--- config.mk ---
export PLATFORM = sky130hd
export DESIGN_NAME = reg_scoreboard
export DESIGN_NICKNAME = d
export VERILOG_FILES = /design/src/rtl/reg_scoreboard.sv
export SDC_FILE = /design/constraint.sdc
export NUM_CORES = 1
export LEC_CHECK = 0
export ABC_CLOCK_PERIOD_IN_PS = 3000
export CORE_MARGIN = 5
export CORE_UTILIZATION = 40
export CTS_CLUSTER_SIZE = 30
export DETAILED_ROUTE_END_ITERATION = 12
export PLACE_DENSITY = 0.71
export SYNTH_ARGS = -nofsm -noshare
export SYNTH_HDL_FRONTEND = slang
export SYNTH_SLANG_ARGS = --single-unit
--- constraint.sdc ---
create_clock -name clk -period 3 [get_ports clk]
set_input_delay 0.6 -clock clk [delete_from_list [all_inputs] [get_ports clk]]
set_output_delay 0.6 -clock clk [all_outputs]
set_load 0.01 [all_outputs]
--- src/rtl/reg_scoreboard.sv ---
// Register-write scoreboard: tracks in-flight destination registers and gates issue on
// RAW/WAW/capacity hazards. Define SCOREBOARD_PERF_EN to include the stall-cycle counter.
module reg_scoreboard #(
  parameter int unsigned MAX_PENDING = 4
) (
  input  logic                                 clk,
  input  logic                                 rst_n,
  input  logic                                 issue_valid,
  output logic                                 issue_ready,
  input  logic [4:0]                           issue_rs1_addr,
  input  logic [4:0]                           issue_rs2_addr,
  input  logic                                 issue_rs1_rden,
  input  logic                                 issue_rs2_rden,
  input  logic [4:0]                           issue_rd_addr,
  input  logic                                 issue_rd_wren,
  input  logic [4:0]                           wb_rd_addr,
  input  logic                                 wb_rd_wren,
  input  logic                                 flush,
  output logic [31:0]                          busy,
  output logic [$clog2(MAX_PENDING+1)-1:0]     pending_cnt,
  output logic                                 wb_err,
  output logic [31:0]                          stall_cnt
);

  localparam int unsigned CntW = $clog2(MAX_PENDING + 1);
  localparam logic [CntW-1:0] MaxCnt = CntW'(MAX_PENDING);
  localparam logic [CntW-1:0] CntOne = CntW'(1);

  logic [31:0]     busy_q, busy_d;
  logic [CntW-1:0] pending_q, pending_d;
  logic            wb_err_q, wb_err_d;

  logic wb_act, wb_clr, wb_bad;
  logic raw1, raw2, rd_act, waw, cap, acc_set;

  // Hazard decode: a same-cycle writeback to a source/destination is bypassed by the
  // register file, so it never counts as a hazard.
  always_comb begin
    wb_act  = wb_rd_wren && (wb_rd_addr != 5'd0);
    wb_clr  = wb_act && busy_q[wb_rd_addr];
    wb_bad  = wb_act && !busy_q[wb_rd_addr];
    raw1    = issue_rs1_rden && (issue_rs1_addr != 5'd0) && busy_q[issue_rs1_addr]
              && !(wb_act && (wb_rd_addr == issue_rs1_addr));
    raw2    = issue_rs2_rden && (issue_rs2_addr != 5'd0) && busy_q[issue_rs2_addr]
              && !(wb_act && (wb_rd_addr == issue_rs2_addr));
    rd_act  = issue_rd_wren && (issue_rd_addr != 5'd0);
    waw     = rd_act && busy_q[issue_rd_addr] && !(wb_act && (wb_rd_addr == issue_rd_addr));
    // A retiring writeback frees a slot in the same cycle.
    cap     = rd_act && (pending_q == MaxCnt) && !wb_clr;
    issue_ready = !flush && !raw1 && !raw2 && !waw && !cap;
    acc_set = issue_valid && issue_ready && rd_act;
  end

  always_comb begin
    busy_d    = busy_q;
    pending_d = pending_q;
    wb_err_d  = wb_err_q;
    if (flush) begin
      busy_d    = '0;
      pending_d = '0;
    end else begin
      // Clear before set so a same-register set/clear pair leaves the bit set.
      if (wb_clr) busy_d[wb_rd_addr] = 1'b0;
      if (acc_set) busy_d[issue_rd_addr] = 1'b1;
      unique case ({acc_set, wb_clr})
        2'b10:   pending_d = pending_q + CntOne;
        2'b01:   pending_d = pending_q - CntOne;
        default: pending_d = pending_q;
      endcase
      if (wb_bad) wb_err_d = 1'b1;
    end
    busy_d[0] = 1'b0;
  end

  always_ff @(posedge clk or negedge rst_n) begin
    if (!rst_n) begin
      busy_q    <= '0;
      pending_q <= '0;
      wb_err_q  <= 1'b0;
    end else begin
      busy_q    <= busy_d;
      pending_q <= pending_d;
      wb_err_q  <= wb_err_d;
    end
  end

  assign busy        = busy_q;
  assign pending_cnt = pending_q;
  assign wb_err      = wb_err_q;

`ifdef SCOREBOARD_PERF_EN
  logic [31:0] stall_q, stall_d;

  always_comb begin
    stall_d = stall_q;
    if (issue_valid && !issue_ready && (stall_q != 32'hFFFF_FFFF)) begin
      stall_d = stall_q + 32'd1;
    end
  end

  always_ff @(posedge clk or negedge rst_n) begin
    if (!rst_n) begin
      stall_q <= '0;
    end else begin
      stall_q <= stall_d;
    end
  end

  assign stall_cnt = stall_q;
`else
  assign stall_cnt = 32'd0;
`endif

endmodule

==> results of run 1 <==
-- worst min path at each step --
stage	from	end	slack [ns]
final	wb_err	wb_err	0.46
after floorplan	rst_n	busy[10]	0.30
after detailed placement	wb_err	wb_err	0.45
after global placement	wb_err	wb_err	0.45
after CTS	wb_err	wb_err	0.47
after global routing	wb_err	wb_err	0.49
-- registers in the layout, indices dropped and copies added (netlist names) --
signal,count
busy,31
wb_err,1
pending_cnt,3
-- placed cells by master, fill, tap and decap left out, drive strengths merged, types with 4 or more instances in the layout --
| cell | count |
|---|---|
| or3 | 4 |
| a211oi | 6 |
| nand2 | 14 |
| nor2b | 40 |
| buf | 130 |
| mux2i | 23 |
| clkdlybuf4s50 | 46 |
| clkbuf | 12 |
| nand3b | 8 |
| o22ai | 5 |
| mux4 | 18 |
| xor2 | 7 |
| nor2 | 13 |
| xnor2 | 10 |
| o21ai | 70 |
| nor3 | 4 |
| conb | 33 |
| dfrtp | 35 |
| mux2 | 9 |
| inv | 4 |
| nand3 | 10 |
-- power groups by stage --
stage               clock (mW)  sequential [mW]  combinational (mW)
floorplan                    0            0.498               0.219
global placement             0            0.495               0.367
detailed placement           0            0.496               0.376
CTS                      0.461            0.487               0.391
global route             0.482            0.489               0.436
finish                   0.461            0.487               0.409
-- Yosys cell counts (3+ instances only) --
master,number,area (um2)
buf_1,5,18.8
o21ai_1,21,105
o21ai_0,49,245
clkbuf_1,14,52.6
nand3_1,9,45.0
dfrtp_1,35,876
buf_4,34,255
o31a_1,3,26.3
nor3_1,4,20.0
mux4_2,18,405
o22ai_1,5,31.3
nor2b_1,40,250
mux2i_1,23,230
or3b_2,3,26.3
xor2_1,7,61.3
nand3b_1,6,45.0
a211oi_1,6,45.0
nand2_1,14,52.6
buf_2,4,20.0
inv_1,4,15.0
or3_1,4,25.0
mux2_2,8,90.1
xnor2_1,10,87.6
nor2_1,13,48.8
-- kinds of logic (layout without fill, tap and decap cells) --
kind of cell	count (synthesis)	after routing	synth area share [%]
AOI/OAI and AO/OA	104	104	18.4
adders and majority gates	1	1	0.581
DFF	35	35	25.4
and+or+nand+nor	109	109	19.2
buffers and inverters	61	200	10.5
muxes	50	50	21.4
other	1	33	0.109
xor gates and xnor gates	17	17	4.32
-- worst max-delay path, stage by stage --
cell and delay [ns]:
buf_4 0.11, buf_12 0.16, buf_6 0.14, mux2i_1 0.24
o22ai_1 0.13, nor3_1 0.16, o21ai_0 0.12, buf_4 0.16
o22a_1 0.26, nor4b_4 0.33, nor2_2 0.07, fa_2 0.41
nor2b_4 0.14, nand2_2 0.08, a21oi_2 0.05, a311o_1 0.31
-- layer usage --
metal	global-route usage (%)	up-vias	wire, um
met5	0	-	0
met4	8.96	0	507
met3	5.62	68	1440
met2	42.5	289	6530
met1	34.5	1886	5310
li1	-	1678	-
-- per-stage QoR --
stage / hold WS (ns) / setup TNS, ns / instances / util (%) / instance area [um2]
final: 0.462 / -0.800 / 654 / 63.2 / 5240
after detailed placement: 0.450 / -24.64 / 639 / 59.3 / 4920
after CTS: 0.467 / -1.00 / 653 / 62.5 / 5190
after global routing: 0.487 / -1.27 / 654 / 63.2 / 5240
after global placement: 0.447 / -20.07 / 639 / 59.3 / 4920
after floorplan: 0.304 / -0.937 / 410 / - / 3610
-- cell type report --
cell class | instances | area share (%)
Timing Repair Buffer | 188 | 30.6
Clock inverter | 2 | 0.668
Inverter | 4 | 0.286
Multi-Input combinational cell | 314 | 47.7
Sequential cell | 35 | 16.7
Tap cell | 105 | 2.51
Clock buffer | 6 | 1.58
-- repair_timing --
action / in CTS / in global routing
buffers inserted: 6 / 1
pin swaps: 15 / 17
setup endpoints to repair: 35 / 28
resized for setup: 69 / 33
==> results.sh, run 1 <==
export IMPL_crit_start="issue_rd_addr[0]"
export IMPL_p_total_mw=1.36
export IMPL_startpoint_type="primary input"
export IMPL_finalHoldViolCount=0
export IMPL_switching_share_pct=30.7
export IMPL_routedWlPerCell_um=21.1
export IMPL_n_fill_cell=680
export IMPL_p_sw_mw=0.416
export IMPL_synth_cells=378
export IMPL_start_util_pct=41.5
export IMPL_slew_viol_final=0
export IMPL_cts_buffers=5
export IMPL_ys_seq_elements=35
export IMPL_final_setup_viol_count=3
export IMPL_remaining_drc_errors=0
export IMPL_coreArea_um2=8300
export IMPL_grt_pass1_wl_mm=20.9
export IMPL_pwr_share_comb_pct=30.1
export IMPL_syn_cell_area_um2=3450
export IMPL_yosysSeqAreaShare_pct=25.4
export IMPL_period_needed_ns=3.29
export IMPL_first_pass_iters=5
export IMPL_worstReg2RegEnd="pending_cnt[1]"
export IMPL_worstSetupPathType="in2reg"
export IMPL_setup_ws_ns=-0.287
export IMPL_cts_sinks=35
export IMPL_power_frac_seq_pct=35.9
export IMPL_antenna_found_initial=0
export IMPL_rows=33
export IMPL_yosys_most_used_dff="dfrtp_1"
export IMPL_cp_end_kind="flip-flop"
export IMPL_grtUsageTotal_pct=26.1
export IMPL_clkLatencyLatePin_ns=0.30
export IMPL_crit_fanout=15
export IMPL_final_layout_size_suffix_gt1_share_pct=38.3
export IMPL_r2r_slack_ns=-0.26
export IMPL_yosysWarnings=0
export IMPL_port_buffers=63
export IMPL_max_freq_ghz=0.304
export IMPL_p_int_mw=0.941
export IMPL_dpl_hpwl_mm=10.4
export IMPL_powerDensity_nw_per_um2=259
export IMPL_drt_iter0_drc=459
export IMPL_gr_total_overflow=0
export IMPL_grt_max_degree=40
export IMPL_outcome="finished with violations"
export IMPL_cap_violations=0
export IMPL_root_buffer="clkbuf_8"
export IMPL_rr_startpoint="busy[15]"
export IMPL_crit_required_ns=3.19
export IMPL_p_clk_share_pct=34.0
export IMPL_die_area_um2=10600
export IMPL_rsz0062_at_grt="true"
export IMPL_ff2ff_path_depth=12
export IMPL_synth_edff_count=0
export IMPL_grt_pass1_vias=3828
export IMPL_multi_input_area_um2=2500
export IMPL_insertedDiodeCount=0
export IMPL_violations="setup timing"
export IMPL_worstHoldPathCells=1
export IMPL_finalWirelength_mm=13.8
export IMPL_hold_path_class="reg2reg"
export IMPL_syn_to_final_growth_pct=52.1
export IMPL_boundaryPins=97
export IMPL_ir_worst_vdd_mv=0.159
export IMPL_ant_nets=0
export IMPL_nets=577
export IMPL_via_per_inst=6.00
export IMPL_synth_cell_types=56
export IMPL_finalClockSkew_ns=0.0114
export IMPL_clk_pin_slew_ns=0.08
export IMPL_num_vias=3921
export IMPL_place_ws_ns=-1.23
export IMPL_tritoncts="done"
export IMPL_crit_end="pending_cnt[1]"
export IMPL_die_x_um=103
export IMPL_worstPathArrival_ns=3.47
export IMPL_post_route_period_util_pct=110
export IMPL_clk_path_buf_depth=2
export IMPL_die_h_um=103
export IMPL_hold_buffers=0
export IMPL_async_reset_ff_share_pct=100
export IMPL_syn_mean_instance_area_um2=9.12
export IMPL_gp_congestion=1.11
export IMPL_seq_area_um2=876
export IMPL_leakage_nw=2.26
export IMPL_htree_levels=2
(Power assumes the default switching activity.)
==> run 2: changes to the inputs <==
--- a/config.mk
+++ b/config.mk
@@ -7,10 +7,10 @@
 export LEC_CHECK = 0
 export ABC_CLOCK_PERIOD_IN_PS = 3000
 export CORE_MARGIN = 5
-export CORE_UTILIZATION = 40
+export CORE_UTILIZATION = 44
 export CTS_CLUSTER_SIZE = 30
 export DETAILED_ROUTE_END_ITERATION = 12
-export PLACE_DENSITY = 0.71
+export PLACE_DENSITY = 0.77
 export SYNTH_ARGS = -nofsm -noshare
 export SYNTH_HDL_FRONTEND = slang
 export SYNTH_SLANG_ARGS = --single-unit
==> results.sh, run 2 (synthesis results as in run 1) <==
export IMPL_first_pass_iters=5
export IMPL_drt_iter0_drc=429
export IMPL_via_per_inst=5.93
export IMPL_ir_worst_vdd_mv=0.179
export IMPL_whs_ns=0.496
export IMPL_startpoint_type="primary input"
export IMPL_slew_viol_final=0
export IMPL_die_h_um=98.5
export IMPL_die_area_um2=9700
export IMPL_htree_levels=2
export IMPL_coreArea_um2=7690
export IMPL_cts_buffers=5
export IMPL_cp_end_kind="flip-flop"
export IMPL_layout_commonest_cell="buf_4"
export IMPL_gr_total_overflow=0
export IMPL_start_util_pct=44.8
export IMPL_r2r_slack_ns=-0.36
export IMPL_nets=571
export IMPL_hold_buffers=0
export IMPL_clk_path_buf_depth=2
export IMPL_tritoncts="done"
export IMPL_worstPathArrival_ns=3.56
export IMPL_powerDensity_nw_per_um2=261
export IMPL_grtUsageTotal_pct=26.7
export IMPL_cts_sinks=35
export IMPL_routedWlPerCell_um=20.6
export IMPL_finalWirelength_mm=13.3
export IMPL_syn_to_final_growth_pct=50.6
export IMPL_grt_max_degree=40
export IMPL_max_freq_ghz=0.297
export IMPL_remaining_drc_errors=0
export IMPL_worstReg2RegEnd="pending_cnt[2]"
export IMPL_largest_reg_flops=31
export IMPL_crit_end="pending_cnt[2]"
export IMPL_outcome="finished with violations"
export IMPL_crit_fanout=2
export IMPL_timing_setup_tns_ns=-0.911
export IMPL_root_buffer="clkbuf_8"
export IMPL_clk_pin_slew_ns=0.09
export IMPL_min_delay_start="wb_err"
export IMPL_cap_violations=0
export IMPL_hold_path_class="reg2reg"
export IMPL_finalClockSkew_ns=0.0157
export IMPL_n_fill_cell=592
export IMPL_grt_pass1_vias=3884
export IMPL_ant_nets=0
export IMPL_multi_input_area_um2=2480
export IMPL_period_needed_ns=3.36
export IMPL_ff2ff_path_depth=11
export IMPL_final_layout_size_suffix_gt1_share_pct=36.5
export IMPL_insertedDiodeCount=0
export IMPL_rows=32
export IMPL_die_x_um=98.5
export IMPL_boundaryPins=97
export IMPL_crit_start="issue_rd_addr[0]"
export IMPL_setup_ws_ns=-0.364
export IMPL_antenna_found_initial=0
export IMPL_clkLatencyLatePin_ns=0.30
export IMPL_layout_common_cells="110 x buf_4, 47 x o21ai_0, 46 x clkdlybuf4s50_1"
export IMPL_port_buffers=63
export IMPL_dpl_hpwl_mm=9.90
export IMPL_violations="setup timing"
export IMPL_grt_pass1_wl_mm=20.8
export IMPL_finalHoldViolCount=0
export IMPL_post_route_period_util_pct=112
export IMPL_rsz0062_at_grt="true"
export IMPL_worstSetupPathType="in2reg"
export IMPL_seq_area_um2=876
export IMPL_rr_startpoint="busy[15]"
export IMPL_gp_congestion=1.03
export IMPL_crit_required_ns=3.19
export IMPL_num_vias=3823
export IMPL_final_setup_viol_count=3
export IMPL_leakage_nw=2.25
==> run 2: where the power goes <==
group          leakage (nW)  switching (mW)  internal, mW
combinational          1.70           0.215         0.196
clock                0.0612           0.188         0.269
sequential            0.482         0.00874         0.478
total                  2.25           0.412         0.943
==> run 2: worst min path at each step <==
stage / to / slack (ns) / cells past startpoint
after floorplan: busy[10] / 0.30 / 0
after global placement: wb_err / 0.46 / 1
after detailed placement: wb_err / 0.47 / 1
after CTS: wb_err / 0.50 / 1
after global routing: wb_err / 0.53 / 1
final: wb_err / 0.50 / 1
==> run 2: metrics by stage <==
step	util, %	total power [mW]	std cells	setup WS [ns]	area, um2
after floorplan	-	0.717	410	-0.508	3610
final	67.5	1.36	645	-0.364	5190
after global routing	67.5	1.41	645	-0.489	5190
after global placement	63.2	0.862	629	-1.05	4860
after detailed placement	63.2	0.871	629	-1.09	4860
after CTS	66.8	1.35	643	-0.369	5130
==> run 2: area by class of cell <==
| class | count | share of cell area, % |
|---|---|---|
| multi-input cells | 314 | 47.8 |
| well taps | 102 | 2.46 |
| repair buffers | 182 | 30.3 |
| flip-flops and latches | 35 | 16.9 |
| inverters | 4 | 0.289 |
| clock inverters | 2 | 0.675 |
| clock buffers | 6 | 1.59 |
==> run 2: per-layer routing <==
| layer | track usage [%] | share of wire (%) | vias to the layer above |
|---|---|---|---|
| met4 | 9.66 | 3.3 | 0 |
| met1 | 35.4 | 38 | 1826 |
| met5 | 0 | 0 | - |
| met2 | 43.1 | 48 | 278 |
| met3 | 5.59 | 11 | 52 |
| li1 | - | - | 1667 |
==> run 2: worst max-delay path: stages <==
cell	delay (ns)
buf_6	0.08
mux4_2	0.47
nor2b_1	0.14
a2111oi_1	0.31
o311ai_1	0.21
o22a_1	0.31
nor4b_4	0.34
nor2_2	0.06
fa_2	0.35
a311oi_2	0.22
a31o_1	0.15
mux2_4	0.30
==> run 2: timing repair <==
| item | 4_1_cts | 5_1_grt |
|---|---|---|
| gates resized for setup | 63 | 17 |
| cloned | 1 | 0 |
| pin swaps | 18 | 7 |
| setup buffers | 5 | 4 |
| setup endpoints to repair | 35 | 32 |
